[config.mk]
export PLATFORM = sky130hd
export DESIGN_NAME = demux_deser_flat
export DESIGN_NICKNAME = d
export VERILOG_FILES = /design/src/rtl/demux_deser_if.sv /design/src/rtl/demux_deser.sv /design/src/flat_wrapper.sv
export SDC_FILE = /design/constraint.sdc
export NUM_CORES = 1
export LEC_CHECK = 0
export BUFFER_PORTS_ARGS = -buffer_cell sky130_fd_sc_hd__clkbuf_2
export CORE_ASPECT_RATIO = 1.5
export CORE_MARGIN = 2
export CORE_UTILIZATION = 30
export DETAILED_ROUTE_END_ITERATION = 6
export RECOVER_POWER = 50
export SLEW_MARGIN = 10
export SYNTH_ARGS = -nofsm -noshare
export SYNTH_HDL_FRONTEND = slang
export SYNTH_SLANG_ARGS = --single-unit
[constraint.sdc]
create_clock -name inClk -period 1.7 [get_ports inClk]
set_clock_uncertainty 0.05 [all_clocks]
set_input_delay 0.085 -clock inClk [delete_from_list [all_inputs] [get_ports inClk]]
set_output_delay 0.085 -clock inClk [all_outputs]
set_load 0.01 [all_outputs]
[src/rtl/demux_deser_if.sv]
// Word-in / lane-register-out bus of the demultiplexing deserialiser.
// slave is the block side and master is the producer/consumer side.
interface demux_deser_if #(
    parameter int DATA_WIDTH = 4,
    parameter int NUM_CHAN   = 2,
    parameter int SEL_WIDTH  = 1
);
    logic [DATA_WIDTH-1:0]          inData;
    logic                           inValid;
    logic                           outReady;
    logic [SEL_WIDTH-1:0]           inSel;
    logic                           inMode;
    logic                           inAck;
    logic [NUM_CHAN*DATA_WIDTH-1:0] outData;
    logic                           outValid;
    logic [NUM_CHAN-1:0]            outChanMask;
    logic                           outError;

    modport slave (
        input  inData, inValid, inSel, inMode, inAck,
        output outReady, outData, outValid, outChanMask, outError
    );

    modport master (
        output inData, inValid, inSel, inMode, inAck,
        input  outReady, outData, outValid, outChanMask, outError
    );
endinterface

[src/rtl/demux_deser.sv]
// Routes input words into held lane registers, either by address (inSel) or
// sequentially with a pointer that assembles NUM_CHAN words into an acked frame.
module demux_deser #(
    parameter int DATA_WIDTH = 4,
    parameter int NUM_CHAN   = 2,
    parameter int SEL_WIDTH  = 1
) (
    input  logic          inClk,
    input  logic          inReset,
    demux_deser_if.slave  bus
);
    logic [NUM_CHAN-1:0][DATA_WIDTH-1:0] r_data;
    logic                 r_apulse;
    logic [NUM_CHAN-1:0]  r_amask;
    logic                 r_err;
    logic                 r_pend;
    logic [SEL_WIDTH-1:0] r_ptr;
    logic                 r_mode_prev;

    logic                 w_ready;
    logic                 w_xfer;
    logic                 w_seq_xfer;
    logic                 w_addr_xfer;
    logic                 w_sel_ok;
    logic                 w_last;
    logic [SEL_WIDTH-1:0] w_ptr_eff;

    // The ack cycle already frees the frame, so the next frame's first word may land in it.
    assign w_ready     = !(r_pend && !bus.inAck);
    assign w_xfer      = bus.inValid && w_ready;
    assign w_seq_xfer  = w_xfer && bus.inMode;
    assign w_addr_xfer = w_xfer && !bus.inMode;
    assign w_sel_ok    = ({1'b0, bus.inSel} < (SEL_WIDTH+1)'(NUM_CHAN));
    assign w_ptr_eff   = (bus.inMode != r_mode_prev) ? '0 : r_ptr;
    assign w_last      = (w_ptr_eff == SEL_WIDTH'(NUM_CHAN-1));

    always_ff @(posedge inClk) begin
        if (inReset) begin
            r_data      <= '0;
            r_apulse    <= 1'b0;
            r_amask     <= '0;
            r_err       <= 1'b0;
            r_pend      <= 1'b0;
            r_ptr       <= '0;
            r_mode_prev <= 1'b0;
        end else begin
            r_mode_prev <= bus.inMode;
            r_apulse    <= 1'b0;
            r_amask     <= '0;
            r_err       <= 1'b0;

            if (w_seq_xfer) begin
                for (int k = 0; k < NUM_CHAN; k++)
                    if (w_ptr_eff == SEL_WIDTH'(k)) r_data[k] <= bus.inData;
                r_ptr <= w_last ? '0 : w_ptr_eff + SEL_WIDTH'(1);
            end else begin
                r_ptr <= w_ptr_eff;
            end

            // Completion wins over ack so a frame finished in the ack cycle stays flagged.
            if (w_seq_xfer && w_last)
                r_pend <= 1'b1;
            else if (bus.inAck)
                r_pend <= 1'b0;

            if (w_addr_xfer) begin
                if (w_sel_ok) begin
                    for (int k = 0; k < NUM_CHAN; k++)
                        if (bus.inSel == SEL_WIDTH'(k)) begin
                            r_data[k]  <= bus.inData;
                            r_amask[k] <= 1'b1;
                        end
                    r_apulse <= 1'b1;
                end else begin
                    r_err <= 1'b1;
                end
            end
        end
    end

    assign bus.outReady    = w_ready;
    assign bus.outData     = r_data;
    assign bus.outValid    = r_pend || r_apulse;
    assign bus.outChanMask = r_pend ? {NUM_CHAN{1'b1}} : r_amask;
    assign bus.outError    = r_err;
endmodule

[src/flat_wrapper.sv]
// flat-port wrapper written by rule: the top's interface ports become plain ports
module demux_deser_flat 
#(
    parameter int DATA_WIDTH = 4,
    parameter int NUM_CHAN   = 2,
    parameter int SEL_WIDTH  = 1
)
  (inClk, inReset, bus_inData, bus_inValid, bus_inSel, bus_inMode, bus_inAck, bus_outReady, bus_outData, bus_outValid, bus_outChanMask, bus_outError);
  demux_deser_if #(.DATA_WIDTH(DATA_WIDTH), .NUM_CHAN(NUM_CHAN), .SEL_WIDTH(SEL_WIDTH)) bus_i ();
  input  logic inClk;
  input  logic inReset;
  input wire logic [$bits(bus_i.inData)-1:0] bus_inData;
  input wire logic [$bits(bus_i.inValid)-1:0] bus_inValid;
  input wire logic [$bits(bus_i.inSel)-1:0] bus_inSel;
  input wire logic [$bits(bus_i.inMode)-1:0] bus_inMode;
  input wire logic [$bits(bus_i.inAck)-1:0] bus_inAck;
  output wire logic [$bits(bus_i.outReady)-1:0] bus_outReady;
  output wire logic [$bits(bus_i.outData)-1:0] bus_outData;
  output wire logic [$bits(bus_i.outValid)-1:0] bus_outValid;
  output wire logic [$bits(bus_i.outChanMask)-1:0] bus_outChanMask;
  output wire logic [$bits(bus_i.outError)-1:0] bus_outError;
  assign bus_i.inData = bus_inData;
  assign bus_i.inValid = bus_inValid;
  assign bus_i.inSel = bus_inSel;
  assign bus_i.inMode = bus_inMode;
  assign bus_i.inAck = bus_inAck;
  assign bus_outReady = bus_i.outReady;
  assign bus_outData = bus_i.outData;
  assign bus_outValid = bus_i.outValid;
  assign bus_outChanMask = bus_i.outChanMask;
  assign bus_outError = bus_i.outError;
  demux_deser #(.DATA_WIDTH(DATA_WIDTH), .NUM_CHAN(NUM_CHAN), .SEL_WIDTH(SEL_WIDTH)) u_core (.inClk(inClk), .inReset(inReset), .bus(bus_i));
endmodule
* After elaboration in Yosys (flattened, before gate mapping) *
Index checks and enable logic that the tools add are counted.

storage, ports and cells
  register bits after elaboration = 14
  input port bits = 10
  output and inout bits = 13
  word-level logic and storage cells = 36

operators by class
  $add $sub $neg = 1
  equality and inequality tests = 1
  multiplexer cells = 15
  bitwise logic cells = 1
  reduce and logical (&&, ||, !) cells = 11

operators with widths
  cell                                 count
  4-bit 2-to-1 mux                     4
  8-bit 2-to-1 mux                     2
  1-bit 2-to-1 mux                     8
  1-bit logical AND                    5
  1-bit zero test                      3
  2-bit 2-to-1 mux                     1
  2-bit nonzero test                   1
  2-bit OR reduction                   1
  1-bit adder (second input constant)  1
  1-bit logical OR                     1
  1-bit != test                        1
  1-bit NOT                            1

* Longest topological paths before layout *
  depth after elaboration = 8
  depth in mapped cells = 4
  depth with buffers taken out = 4

* Least setup slack after synthesis *
Ideal clock, no wire load.

  path kind = reg2reg
  start point = reg u_core.r_pend
  end point = reg u_core.r_data (netlist bit u_core.bus.outData[4])
  data arrival time = 1.093 ns
  data required time = 1.578 ns
  path slack = 0.485 ns
  stages on the path, launching flop included = 5
  path buffers = 0
  cell sequence = dfxtp_1 -> nand2b_4 -> and3_4 -> a31oi_4 -> mux2i_1

between the ends
  longest elaborated chain between the ends = 7

ends and longest elaborated chain
  element                        RTL line            text
  start, declared                demux_deser.sv:16   logic r_pend;
  start signal, assigned         demux_deser.sv:43   r_pend <= 1'b0;
  start signal, assigned         demux_deser.sv:62   r_pend <= 1'b1;
  start signal, assigned         demux_deser.sv:64   r_pend <= 1'b0;
  1-bit logical AND *            demux_deser.sv:29   assign w_ready = !(r_pend && !bus.inAck);
  1-bit zero test *              demux_deser.sv:29
  named net bus_outReady         flat_wrapper.sv:17  output wire logic [$bits(bus_i.outReady)-1:0] bus_outReady;
  1-bit logical AND *            demux_deser.sv:30   assign w_xfer = bus.inValid && w_ready;
  1-bit logical AND              demux_deser.sv:31   assign w_seq_xfer = w_xfer && bus.inMode;
  8-bit 2-to-1 mux               demux_deser.sv:52   if (w_seq_xfer) begin
  4-bit 2-to-1 mux               demux_deser.sv:69   if (bus.inSel == SEL_WIDTH'(k)) begin
  8-bit 2-to-1 mux *             demux_deser.sv:66   if (w_addr_xfer) begin
  end signal, assigned by index  demux_deser.sv:54   if (w_ptr_eff == SEL_WIDTH'(k)) r_data[k] <= bus.inData;
  end signal, assigned by index  demux_deser.sv:70   r_data[k] <= bus.inData;
  end, declared                  demux_deser.sv:12   logic [NUM_CHAN-1:0][DATA_WIDTH-1:0] r_data;

The timed path passes the listed nets; every way through them passes the cells marked *.
A chain may end at the register's enable or synchronous reset.

* Worst setup path in the final report *
  start point = reg u_core.r_pend
  end point = reg u_core.r_data (netlist bit u_core.bus.outData[6])

between the ends
  longest elaborated chain between the ends = 7

ends and longest elaborated chain
  element              RTL line
  1-bit logical AND *  demux_deser.sv:29
  1-bit zero test *    demux_deser.sv:29
  1-bit logical AND *  demux_deser.sv:30
  1-bit logical AND    demux_deser.sv:31
  8-bit 2-to-1 mux     demux_deser.sv:52
  4-bit 2-to-1 mux     demux_deser.sv:69
  8-bit 2-to-1 mux *   demux_deser.sv:66

Every way passes the cells marked *; elsewhere a longest branch is shown, timed or not.

==> impl_results.md <==
- Clock Sinks: 14
- Antenna viol nets, final: 0
- Synth area leader: dfxtp_1
- Core area: 2000 um2
- Core Rows: 20
- EDFF count, synth: 0
- Pint: 0.520 mW
- Vias in the first global route: 491
- Final worst path period need: 1.43 ns
- First-pass GRT wire length: 1.92 mm
- RR Startpoint: u_core.r_pend
- Worst endpoint data arrival time: 1.60 ns
- RSZ-0062 raised after global routing: no
- CTS tree: done
- Synthesized flop and latch total: 14
- TritonCTS Buffers: 3
- Post-DR vias/cell: 4.56
- PD cells: 893 nW/um2
- Net Count, Synth: 69
- Status: complete, no violations
- Sequential fraction of design power: 51.6%
- Setup slack, reg-to-reg: 0.27 ns
- Largest net degree at the start of global routing: 18
- # nets final: 94
- Cell count of the worst reg-to-reg path: 4
- Critical Path Sink Type: register
- Setup TNS: 0 ns
- Die area: 2480 um2
- Unique masters post-synth: 21
- CTS HTree Levels: 1
- Commonest cells post-synth: dfxtp_1 (14), nand2b_1 (12), mux2i_1 (9), nor2_1 (3), or2_2 (3)
- Post-cts sizing count: 0
- Switch share: 24.4%
- Asr flop ratio synth: 0%
- Main area contributors after synthesis: dfxtp_1 (45%), mux2i_1 (14%), nand2b_1 (12%), a2bb2oi_4 (4.2%), a31oi_4 (3.4%)
- Sequential-to-total area share from yosys stat: 44.7%
- Data required, critical path: 1.87 ns
- CTS max path bufs: 2
- Chip height: 60.0 um
- Leak pwr: 0.363 nW
- Max rail drop VDD: 363 uV
- Hold Path Stages: 3
- Final worst setup slack: 0.271 ns
- Mapped Area: 627 um2
- Max Slew Vio Count: 0
- Min-delay src: bus_inData[0]
- Hold Slack: 0.00524 ns
- HP Class: in -> reg
- Placed wire-length estimate: 840 um
- All-Layer GR Usage: 11.9%
- Ant diodes: 0
- Area growth, synth to finish: 22.8%
- CP max stage delay: 0.37 ns
- Endpoints failing hold: 0
- Hold EP: u_core.bus.outData[4]
- Final core utilization: 38.4%
- I/O pin count: 23
- Buffers on Ports: 21
- Max-cap viol count: 0
- CP Cell Sequence: nand2b_1, and3_1, a31oi_4, mux2i_1
- 1st-iter DRT viols: 3
- Initial antenna violation count: 0
- Worst slew pin tran: 0.529 ns
- Layout cells sized above 1: 25.3%
- Synth top area share: 44.7%
- Psw: 0.168 mW
- Drt wl/cell: 10.6 um
- Final setup viols: 0
- Synthesis Warnings: 0
- Gpl congestion: 0.608
- Slowest library cell on the worst path: dfxtp_1
- Final worst path period share: 84.1%
- Clk pwr share: 35.4%
- Comb pwr share: 13.0%
- Critical path class: reg -> reg
- DRT Wirelength: 1.12 mm
- Top FF cell, synth: dfxtp_1
- Worst reg2reg path endpoint: u_core.bus.outData[6]
- Worst setup SP type: register
- Insertion delay to the later sink of the worst-skew pair: 0.28 ns
- DRC Markers: 0
- Routed via count: 479
- Root Driver: clkbuf_4
- Post-synthesis cell count: 59
- Count leader, synth: dfxtp_1
- Pre-antenna DRT Iters: 4
- Fmax achieved: 700 MHz
- Syn_area_per_cell: 10.6 um2
- Place WS: 0.411 ns
- GR Overflow Total: 0
- Max-slew headroom: 64.7%
- Die Width: 41.3 um
- Critical path peak fanout: 6
- Post-CTS Setup Bufs: 0
- Initial Utilization: 31.3%
- Clk slew on worst S/H paths: 0.09 ns
## flip-flops by register name (all words and copies together) (netlist names)
signal,flops
u_core.r_pend,1
u_core.r_amask,2
u_core.bus.outData,8
u_core.r_mode_prev,1
u_core.r_ptr,1
u_core.r_apulse,1
## logic make-up after synthesis
logic type / after synthesis / share of synthesized area (%)
AND/OR/NAND/NOR: 27 / 26.7
flip-flops: 14 / 44.7
multiplexers: 9 / 14.4
AO/OA/AOI/OAI: 5 / 11.2
buffers and inverters: 3 / 2.39
other: 1 / 0.598
## worst max path at each step
stage	startpoint	endpoint	cells past startpoint
final	u_core.r_pend	u_core.bus.outData[6]	4
after global routing	u_core.r_pend	u_core.bus.outData[6]	4
after CTS	u_core.r_pend	u_core.bus.outData[6]	4
after detailed placement	u_core.r_pend	u_core.bus.outData[7]	4
after global placement	u_core.r_pend	u_core.bus.outData[4]	4
after floorplan	u_core.r_pend	u_core.bus.outData[4]	4
## per-stage QoR
| stage | std cells | power (mW) | area, um2 |
|---|---|---|---|
| finish | 105 | 0.687 | 769 |
| global route | 105 | 0.719 | 769 |
| CTS | 105 | 0.706 | 795 |
| detailed placement | 100 | 0.457 | 748 |
| global placement | 100 | 0.456 | 748 |
| floorplan | 59 | 0.425 | 627 |
## per-layer routing
metal	vias up	GRT usage, %	share of wire [%]	wire length, um
met5	-	0	0	0
met4	0	9.68	3.3	37
met3	4	2.60	9.1	101
met2	20	18.8	49	548
met1	210	12.6	38	429
li1	245	-	-	-
## power groups by stage
stage / Sequential [mW] / Combinational, mW / Clock, mW
after floorplan: 0.366 / 0.0581 / 0
after global placement: 0.363 / 0.0932 / 0
after detailed placement: 0.363 / 0.0944 / 0
after CTS: 0.355 / 0.0966 / 0.254
after global routing: 0.358 / 0.100 / 0.261
final: 0.355 / 0.0891 / 0.243
## area by class of cell
type                       count  area [um2]
inverter                       1        3.75
timing repair buffer          22         103
clock buffer                   4        36.3
fill                         228        1230
sequential                    14         280
tap                           22        27.5
multi-input combinational     42         319
## what timing repair did
item	CTS	global route
hold endpoints to repair	1	0
hold buffers	1	0
setup endpoints to repair	0	0
## placed cells by master (no fill, tap or decap)
cell type / count
a21o_2: 1
a21oi_1: 1
a22o_1: 1
a2bb2oi_4: 1
a31oi_4: 1
and2_1: 1
and3_1: 1
and4_1: 1
clkbuf_1: 10
clkbuf_2: 11
clkbuf_4: 3
clkbuf_8: 1
conb_1: 1
dfxtp_1: 14
dlygate4sd3_1: 1
inv_1: 1
mux2i_1: 9
nand2_1: 2
nand2b_1: 13
nand3_1: 2
nor2_1: 3
nor3_1: 1
or2_2: 3
## critical path: cells and delay by family (launching register included)
family / cells / cell delay, ns
compound gates: 1 / 0.29
flops: 1 / 0.37
mux: 1 / 0.21
simple gates: 2 / 0.44
No activity file was read; power rests on OpenSTA's default activity.
